--- config.mk ---
export PLATFORM = sky130hd
export DESIGN_NAME = mmu_ptw_module
export DESIGN_NICKNAME = d
export VERILOG_FILES = /design/src/rtl/mmu_ptw_pkg.sv /design/src/rtl/mmu_pte_check_module.sv /design/src/rtl/mmu_ptw_module.sv
export SDC_FILE = /design/constraint.sdc
export NUM_CORES = 1
export LEC_CHECK = 0
export BUFFER_PORTS_ARGS = -buffer_cell sky130_fd_sc_hd__buf_2
export CORE_MARGIN = 2
export CORE_UTILIZATION = 42
export CTS_CLUSTER_SIZE = 40
export DETAILED_ROUTE_END_ITERATION = 8
export GPL_ROUTABILITY_DRIVEN = 0
export GPL_TIMING_DRIVEN = 0
export PLACE_DENSITY = 0.84
export SYNTH_ARGS = -nofsm -noshare
export SYNTH_HDL_FRONTEND = slang
export SYNTH_HIERARCHICAL = 1
export SYNTH_SLANG_ARGS = --single-unit
--- constraint.sdc ---
create_clock -name clk -period 2.4 [get_ports clk]
set_input_delay 0.12 -clock clk [delete_from_list [all_inputs] [get_ports clk]]
set_output_delay 0.12 -clock clk [all_outputs]
set_load 0.1 [all_outputs]
--- src/rtl/mmu_ptw_pkg.sv ---
// Sv32 page-table walker shared definitions: PTE bit positions, PPN fields,
// walker state encoding and the PTE address helper.
package mmu_ptw_pkg;

  localparam int unsigned PTE_V = 0;
  localparam int unsigned PTE_R = 1;
  localparam int unsigned PTE_W = 2;
  localparam int unsigned PTE_X = 3;
  localparam int unsigned PTE_U = 4;
  localparam int unsigned PTE_G = 5;
  localparam int unsigned PTE_A = 6;
  localparam int unsigned PTE_D = 7;

  localparam int unsigned PTE_PPN_LSB  = 10;
  localparam int unsigned PTE_PPN_MSB  = 31;
  localparam int unsigned PTE_PPN0_MSB = 19;
  localparam int unsigned PTE_PPN1_LSB = 20;

  localparam int unsigned PPN_W = 22;
  localparam int unsigned VPN_W = 10;

  typedef enum logic [2:0] {
    PTW_IDLE    = 3'd0,
    PTW_L1_REQ  = 3'd1,
    PTW_L1_WAIT = 3'd2,
    PTW_L0_REQ  = 3'd3,
    PTW_L0_WAIT = 3'd4,
    PTW_DONE    = 3'd5,
    PTW_DRAIN   = 3'd6
  } ptw_state_e;

  // The VPN offset lives entirely below bit 12, so OR is carry-free addition.
  function automatic logic [33:0] pte_addr(input logic [PPN_W-1:0] ppn,
                                           input logic [VPN_W-1:0] vpn);
    return {ppn, 12'b0} | {22'b0, vpn, 2'b00};
  endfunction

endpackage

--- src/rtl/mmu_pte_check_module.sv ---
// Combinational Sv32 PTE checker: classifies a fetched PTE as leaf / pointer
// and flags page or access faults. Superpage legality follows MMU_PTW_SUPERPAGE_EN.
module mmu_pte_check_module
  import mmu_ptw_pkg::*;
(
  input  logic [31:0] i_pte,
  input  logic        i_level,
  input  logic        i_store,
  input  logic        i_err,
  output logic        o_leaf,
  output logic        o_page_fault,
  output logic        o_access_fault
);

  logic v, r, w, x, a, d;
  logic unused_pte_bits;

  assign v = i_pte[PTE_V];
  assign r = i_pte[PTE_R];
  assign w = i_pte[PTE_W];
  assign x = i_pte[PTE_X];
  assign a = i_pte[PTE_A];
  assign d = i_pte[PTE_D];
  assign unused_pte_bits = ^{i_pte[31:8], i_pte[PTE_G], i_pte[PTE_U]};

  always_comb begin
    o_leaf         = 1'b0;
    o_page_fault   = 1'b0;
    o_access_fault = 1'b0;
    if (i_err) begin
      o_access_fault = 1'b1;
    end else if (!v || (!r && w)) begin
      o_page_fault = 1'b1;
    end else if (r || x) begin
      o_leaf = 1'b1;
      if (!a || (i_store && !d)) begin
        o_page_fault = 1'b1;
      end else if (i_level) begin
`ifdef MMU_PTW_SUPERPAGE_EN
        if (i_pte[PTE_PPN0_MSB:PTE_PPN_LSB] != '0) begin
          o_page_fault = 1'b1;
        end
`else
        o_page_fault = 1'b1;
`endif
      end
    end else if (!i_level) begin
      o_page_fault = 1'b1;
    end
  end

endmodule

--- src/rtl/mmu_ptw_module.sv ---
// Sv32 hardware page-table walker between the L2 TLB miss and refill paths.
// Optional 4 MiB megapage support via MMU_PTW_SUPERPAGE_EN.
module mmu_ptw_module
  import mmu_ptw_pkg::*;
#(
  parameter int unsigned VADDR_WIDTH    = 32,
  parameter int unsigned PHY_ADDR_WIDTH = 34,
  parameter int unsigned PTE_WIDTH      = 32
) (
  input  logic                      clk,
  input  logic                      rst_n,
  input  logic                      i_ptw_req_vld,
  output logic                      o_ptw_req_rdy,
  input  logic [VADDR_WIDTH-1:0]    i_ptw_vaddr,
  input  logic [31:0]               i_ptw_satp,
  input  logic                      i_ptw_store,
  input  logic                      i_ptw_flush,
  output logic                      o_ptw_mem_req,
  output logic [PHY_ADDR_WIDTH-1:0] o_ptw_mem_addr,
  input  logic                      i_ptw_mem_gnt,
  input  logic                      i_ptw_mem_rsp_vld,
  input  logic [PTE_WIDTH-1:0]      i_ptw_mem_rsp_data,
  input  logic                      i_ptw_mem_rsp_err,
  output logic                      o_ptw_rsp_vld,
  output logic [PTE_WIDTH-1:0]      o_ptw_pte,
  output logic [21:0]               o_ptw_ppn,
  output logic                      o_ptw_page_fault,
  output logic                      o_ptw_access_fault
);

  ptw_state_e                state_q, state_d;
  logic [VPN_W-1:0]          vpn0_q, vpn0_d;
  logic                      store_q, store_d;
  logic [PHY_ADDR_WIDTH-1:0] addr_q, addr_d;
  logic [PTE_WIDTH-1:0]      pte_q, pte_d;
  logic [PPN_W-1:0]          ppn_q, ppn_d;
  logic                      pf_q, pf_d;
  logic                      af_q, af_d;

  logic chk_leaf, chk_pf, chk_af;
  logic unused_inputs;

  assign unused_inputs = ^{i_ptw_vaddr[11:0], i_ptw_satp[31:22]};

  mmu_pte_check_module u_pte_check (
    .i_pte          (i_ptw_mem_rsp_data),
    .i_level        (state_q == PTW_L1_WAIT),
    .i_store        (store_q),
    .i_err          (i_ptw_mem_rsp_err),
    .o_leaf         (chk_leaf),
    .o_page_fault   (chk_pf),
    .o_access_fault (chk_af)
  );

  assign o_ptw_req_rdy      = (state_q == PTW_IDLE);
  assign o_ptw_mem_req      = (state_q == PTW_L1_REQ) || (state_q == PTW_L0_REQ);
  assign o_ptw_mem_addr     = addr_q;
  assign o_ptw_rsp_vld      = (state_q == PTW_DONE);
  assign o_ptw_pte          = pte_q;
  assign o_ptw_ppn          = ppn_q;
  assign o_ptw_page_fault   = pf_q;
  assign o_ptw_access_fault = af_q;

  always_comb begin
    state_d = state_q;
    vpn0_d  = vpn0_q;
    store_d = store_q;
    addr_d  = addr_q;
    pte_d   = pte_q;
    ppn_d   = ppn_q;
    pf_d    = pf_q;
    af_d    = af_q;

    case (state_q)
      PTW_IDLE: begin
        if (i_ptw_req_vld && !i_ptw_flush) begin
          vpn0_d  = i_ptw_vaddr[21:12];
          store_d = i_ptw_store;
          addr_d  = pte_addr(i_ptw_satp[21:0], i_ptw_vaddr[31:22]);
          state_d = PTW_L1_REQ;
        end
      end

      PTW_L1_REQ, PTW_L0_REQ: begin
        // A grant in the flush cycle leaves a read in flight that must be drained.
        if (i_ptw_mem_gnt) begin
          if (i_ptw_flush)                 state_d = PTW_DRAIN;
          else if (state_q == PTW_L1_REQ)  state_d = PTW_L1_WAIT;
          else                             state_d = PTW_L0_WAIT;
        end else if (i_ptw_flush) begin
          state_d = PTW_IDLE;
        end
      end

      PTW_L1_WAIT: begin
        if (i_ptw_mem_rsp_vld) begin
          if (i_ptw_flush) begin
            state_d = PTW_IDLE;
          end else if (chk_af || chk_pf) begin
            pte_d   = '0;
            ppn_d   = '0;
            pf_d    = chk_pf;
            af_d    = chk_af;
            state_d = PTW_DONE;
          end else if (chk_leaf) begin
`ifdef MMU_PTW_SUPERPAGE_EN
            pte_d = i_ptw_mem_rsp_data;
            ppn_d = {i_ptw_mem_rsp_data[PTE_PPN_MSB:PTE_PPN1_LSB], vpn0_q};
            pf_d  = 1'b0;
            af_d  = 1'b0;
`endif
            state_d = PTW_DONE;
          end else begin
            addr_d  = pte_addr(i_ptw_mem_rsp_data[PTE_PPN_MSB:PTE_PPN_LSB], vpn0_q);
            state_d = PTW_L0_REQ;
          end
        end else if (i_ptw_flush) begin
          state_d = PTW_DRAIN;
        end
      end

      PTW_L0_WAIT: begin
        if (i_ptw_mem_rsp_vld) begin
          if (i_ptw_flush) begin
            state_d = PTW_IDLE;
          end else if (chk_af || chk_pf) begin
            pte_d   = '0;
            ppn_d   = '0;
            pf_d    = chk_pf;
            af_d    = chk_af;
            state_d = PTW_DONE;
          end else begin
            pte_d   = i_ptw_mem_rsp_data;
            ppn_d   = i_ptw_mem_rsp_data[PTE_PPN_MSB:PTE_PPN_LSB];
            pf_d    = 1'b0;
            af_d    = 1'b0;
            state_d = PTW_DONE;
          end
        end else if (i_ptw_flush) begin
          state_d = PTW_DRAIN;
        end
      end

      PTW_DONE:  state_d = PTW_IDLE;

      PTW_DRAIN: begin
        if (i_ptw_mem_rsp_vld) state_d = PTW_IDLE;
      end

      default:   state_d = PTW_IDLE;
    endcase
  end

  always_ff @(posedge clk or negedge rst_n) begin
    if (!rst_n) begin
      state_q <= PTW_IDLE;
      vpn0_q  <= '0;
      store_q <= 1'b0;
      addr_q  <= '0;
      pte_q   <= '0;
      ppn_q   <= '0;
      pf_q    <= 1'b0;
      af_q    <= 1'b0;
    end else begin
      state_q <= state_d;
      vpn0_q  <= vpn0_d;
      store_q <= store_d;
      addr_q  <= addr_d;
      pte_q   <= pte_d;
      ppn_q   <= ppn_d;
      pf_q    <= pf_d;
      af_q    <= af_d;
    end
  end

endmodule

==> metrics.txt, run 1 <==
unrepaired setup endpoints after global routing true; placed insts 652; Rel. slew slack 63.3%; 1st-iter DRT viols 112; fmax 417 MHz; Remaining Overflow, GRT 0; largest net degree at the start of global routing 44; most common cell after layout, fill and taps aside buf_2; Layout area overhead 44.0%; CTS tree yes; clk buf depth 2; Startpoint Class register; clock slew at reported path FFs 80 ps; Die Footprint 10300 um2; final setup vio count 0; Final Non-Filler Cells 694; Final Hold Viols 0; crit path kind reg2reg; Post-Syn Instances 349; routed vias/inst 4.96; Final HPWL DP 8050 um; most frequent cells in the layout 177 x buf_2, 79 x dfrtp_1, 47 x mux2_2; Final #Nets 664; # H-tree levels 3; wirelength, routed 11200 um; residual DRC count 0; Critical Path RT 2630 ps; Ant. Diodes 0; Synth cell types 37; YS warnings 6; Cell Area, Synth 3980 um2; I/O Pins 197; fin. max-slew vios 0; clock latency at the later pin of the worst-skew pair 350 ps; vias in the first global route 3275; fin crit share 99.8%; first-pass GRT wire length 16700 um; Slew @ Worst Pin 551 ps; Critical Path Sink Type register; worst hold path type in2reg; vias 3440; Critical Path AT 2630 ps; syn avg cell area 11.4 um2; CTS Buf Count 9; core area 9240 um2; Seq/Total Area, Yosys 50.3%; drt pass-1 iters 4; std cell rows 35; Final min period 2400 ps; Max Cap Viol 0; port bufs 172; worst clock skew 9.80 ps; GR Util All Layers 21.1%; Die H 101 um; FF+latch count, synth 80; status finished, final reports clean; clock root buffer clkbuf_8; WL/cell 16.1 um; Sink Count 80; share of cells above drive strength 1 58.9%; Routed Antenna Nets 0; number of antenna violations at the first check in global routing 0; CP max FO 8; Die W 101 um; Starting Density 43.1%
cells in the mapped netlist (all sizes together):
cell / count / area (um2)
inv: 35 / 131
and2: 1 / 6.26
a311oi: 1 / 8.76
or3: 1 / 11.3
mux2i: 1 / 10.0
o311a: 1 / 10.0
o21ai: 37 / 196
nand4: 32 / 200
and3: 1 / 6.26
nor2b: 4 / 25.0
mux2: 77 / 867
nand2: 2 / 7.51
or2b: 1 / 7.51
nand2b: 2 / 15.0
a21oi: 3 / 15.0
clkbuf: 7 / 26.3
nand3: 1 / 5.00
conb: 1 / 3.75
o21a: 1 / 7.51
nor3b: 2 / 20.0
nor2: 8 / 32.5
o2111ai: 1 / 8.76
nand4b: 1 / 8.76
nand3b: 2 / 15.0
dfrtp: 80 / 2000
o221ai: 1 / 8.76
and2b: 1 / 7.51
nor3: 3 / 15.0
buf: 40 / 293
a221o: 1 / 10.0
path summary, 6_finish.rpt:
| path | startpoint | cells past startpoint | to | slack, ps |
|---|---|---|---|---|
| max | state_q[0]$_DFFE_PN0P_ | 9 | o_ptw_mem_addr[10]$_DFFE_PN0P_ | 4 |
| min | i_ptw_vaddr[13] | 2 | vpn0_q[1]$_DFFE_PN0P_ | 20 |
| max reg2reg | state_q[0]$_DFFE_PN0P_ | 9 | o_ptw_mem_addr[10]$_DFFE_PN0P_ | 4 |
| min reg2reg | vpn0_q[6]$_DFFE_PN0P_ | 1 | vpn0_q[6]$_DFFE_PN0P_ | 510 |
| max in group asynchronous | rst_n | 3 | vpn0_q[1]$_DFFE_PN0P_ | 1510 |
| min in group asynchronous | rst_n | 2 | o_ptw_pte[26]$_DFFE_PN0P_ | 280 |
sequential cells by signal (all words and copies together), names as in the netlist:
signal / count
o_ptw_mem_addr: 32
store_q: 1
state_q: 3
o_ptw_pte: 32
o_ptw_page_fault: 1
o_ptw_access_fault: 1
vpn0_q: 10
layout make-up:
type | instances | area [um2]
well taps | 129 | 161
inverters | 35 | 131
clock inverters | 5 | 78.8
plain buffers | 45 | 344
clock buffers | 11 | 151
multi-input cells | 188 | 1670
repair buffers | 201 | 1190
fillers | 750 | 3510
flip-flops and latches | 80 | 2000
routing by layer:
layer / share of wire, % / up-vias / GRT usage, %
li1: - / 1612 / -
met1: 42 / 1666 / 26.0
met2: 50 / 152 / 37.1
met3: 7.3 / 10 / 5.45
met4: 0.68 / 0 / 4.99
met5: 0 / - / 0
through the flow:
step / TNS [ps] / hold slack (ps) / cell area [um2] / setup WS (ps) / utilization (%)
floorplan: -2170 / -176 / 4070 / -88.5 / -
global placement: -20370 / 354 / 5090 / -410 / 55.1
detailed placement: -23390 / 123 / 5110 / -480 / 55.3
CTS: -2350 / 0.246 / 5590 / -83.1 / 60.5
global route: -943 / 1.49 / 5730 / -54.5 / 62.0
finish: 0 / 17.3 / 5730 / 4.37 / 62.0
worst max-delay path, stage by stage (launching register included):
cell and delay [ps]:
dfrtp_1 390, buf_6 150, nor2_4 50, nand3b_1 150, o311a_1 330, or3_4 420, o21ai_4 160, buf_12 170
clkbuf_16 160, mux2_4 300
logic make-up after synthesis:
family / Yosys count / share of synthesized area, %
muxes: 78 / 22.0
DFF: 80 / 50.3
and+or+nand+nor: 62 / 9.62
buffers and inverters: 82 / 11.3
other: 1 / 0.0942
AOI/OAI and AO/OA: 46 / 6.66
timing repair:
action / 4_1_cts / 5_1_grt
buffers inserted: 10 / 6
cloned: 1 / 2
endpoints found under the hold margin: 44 / 1
pin swaps: 4 / 4
resized for setup: 20 / 11
setup endpoints to repair: 68 / 63
hold buffers: 8 / 1
Power of run 1 is not shown: default switching activity piles up to over one toggle a cycle in this logic, so the estimate is an artifact.
==> inputs of run 2 (changes only) <==
- PLACE_DENSITY: 0.84 -> 0.78
==> run 2 against run 1 <==
Compared with the run above: core utilization fell by 0.28 points; flip-flop and latch count did not move; largest cell class unchanged; sequential share of layout area rose by 0.16 points; fmax rose by 0.80%; worst hold slack lost 3.9 ps; via count is 0.20% lower; final cell count decreased by 0.14%; clock skew barely moved; wire length down 0.20%.
==> metrics.txt, run 2 (synthesized netlist as in run 1, its figures left out) <==
status finished, final reports clean; first-pass GRT wire length 17300 um (+3.8%); fin crit share 99.0% (-0.80 points); share of cells above drive strength 1 58.2% (-0.78 points); 1st-iter DRT viols 71 (-37%); Remaining Overflow, GRT 0 (unchanged); Critical path origin state_q[1]$_DFFE_PN0P_; Layout area overhead 43.3%; number of antenna violations at the first check in global routing 0 (unchanged); worst setup margin 23.5 ps (+19.1 ps); clock slew at reported path FFs 90 ps (about the same); Startpoint Class register; wirelength, routed 11100 um (-0.20%); # H-tree levels 3 (unchanged); Final min period 2380 ps (-19.1 ps); reg2reg path depth 9 (unchanged); CTS Buf Count 9 (unchanged); routed vias/inst 4.95 (about the same); Final HPWL DP 8080 um (+0.38%); placed insts 652 (unchanged); crit path kind reg2reg; Place WS -402 ps (+78.1 ps); core area 9240 um2 (unchanged); I/O Pins 197 (unchanged); RR Endpoint o_ptw_mem_addr[22]$_DFFE_PN0P_; most frequent cells in the layout 177 x buf_2, 79 x dfrtp_1, 47 x mux2_2; CP max FO 5 (-3); worst r2r src state_q[1]$_DFFE_PN0P_; clock latency at the later pin of the worst-skew pair 350 ps (about the same); hold slack 13.3 ps (-3.93 ps); unrepaired setup endpoints after global routing true; Ant. Diodes 0 (unchanged); largest net degree at the start of global routing 43 (-2.3%); CTS tree yes; Max Cap Viol 0 (unchanged); Starting Density 43.1% (unchanged); Die W 101 um (unchanged); Die H 101 um (unchanged); Slew @ Worst Pin 555 ps (+4.46 ps); Sink Count 80 (unchanged); Critical Path Sink Type register; worst clock skew 10.1 ps (+0.269 ps); Final #Nets 663 (-0.15%); Post-DP Area 5110 um2 (unchanged); Routed Antenna Nets 0 (unchanged); Final Hold Viols 0 (unchanged); clock root buffer clkbuf_8; fmax 421 MHz (+0.80%); clk buf depth 2 (unchanged); WL/cell 16.1 um (about the same); worst hold path type in2reg; reg2reg setup slack 20 ps (+20 ps); fin. max-slew vios 0 (unchanged); Die Footprint 10300 um2 (unchanged); vias 3433 (-0.20%); final setup vio count 0 (unchanged); port bufs 172 (unchanged); vias in the first global route 3432 (+4.8%); drt pass-1 iters 4 (unchanged); post-route cell area 5710 um2 (-0.46%); std cell rows 35 (unchanged); Rel. slew slack 63.0% (-0.30 points); Critical Path AT 2610 ps (-20 ps); most common cell after layout, fill and taps aside buf_2; GR Util All Layers 21.8% (+0.68 points); Final Non-Filler Cells 693 (-0.14%); Critical Path RT 2630 ps (about the same); residual DRC count 0 (unchanged); CP endpoint o_ptw_mem_addr[22]$_DFFE_PN0P_
==> run 2: cell types whose count changed in the layout (fill, tap and decap cells not counted), sizes merged <==
cell	delta
dlygate4sd3	+1
buf	-2
clkinv	-1
bufbuf	+1
clkbuf	-1
clkinvlp	+1
==> run 2: how the worst min path moves through the flow <==
stage                                startpoint                              to  cells after the start
after floorplan                           rst_n  o_ptw_access_fault$_DFFE_PN0P_                      0
after global placement          i_ptw_vaddr[14]           vpn0_q[2]$_DFFE_PN0P_                      2
after detailed placement                  rst_n  o_ptw_mem_addr[17]$_DFFE_PN0P_                      1
after CTS                 i_ptw_mem_rsp_data[4]        o_ptw_pte[4]$_DFFE_PN0P_                      3
after global routing            i_ptw_vaddr[21]           vpn0_q[9]$_DFFE_PN0P_                      2
final                     i_ptw_mem_rsp_data[4]        o_ptw_pte[4]$_DFFE_PN0P_                      3
==> run 2: layout make-up <==
type | count | area (um2)
plain buffers | 45 | 339
clock inverters | 5 | 81.3
repair buffers | 200 | 1190
well taps | 129 | 161
flip-flops and latches | 80 | 2000
clock buffers | 11 | 131
inverters | 35 | 131
multi-input cells | 188 | 1670
fillers | 765 | 3530
==> run 2: metal layers <==
| layer | track usage [%] | up-vias | share of wire (%) |
|---|---|---|---|
| met5 | 0 | - | 0 |
| li1 | - | 1609 | - |
| met4 | 5.82 | 0 | 1.3 |
| met1 | 27.4 | 1677 | 42 |
| met2 | 37.9 | 135 | 51 |
| met3 | 4.97 | 12 | 5.8 |
==> run 2: timing repair <==
action                     in CTS  in global routing
setup endpoints to repair      68                 62
resized for setup              24                  5
hold endpoints to repair       47                  0
gates cloned                    2                  1
pin swaps                       4                  4
hold buffers                   10                  0
setup buffers                  12                  2
==> run 2: critical path: stages, from the launching register on <==
cell and delay [ps]:
dfrtp_1 430, nand2b_4 100, nor2_4 40, nand3b_1 140, o311a_1 320, or3_4 410, o21ai_4 200, buf_12 170
clkbuf_16 150, mux2_4 290
==> run 2: stage by stage <==
stage | util (%) | setup TNS [ps]
2_1_floorplan | - | -2170
3_3_place_gp | 55.1 | -20740
3_5_place_dp | 55.3 | -21600
4_1_cts | 61.2 | -2250
5_1_grt | 61.7 | -1340
6_report | 61.7 | 0
Power of run 2 is left out for the same reason.
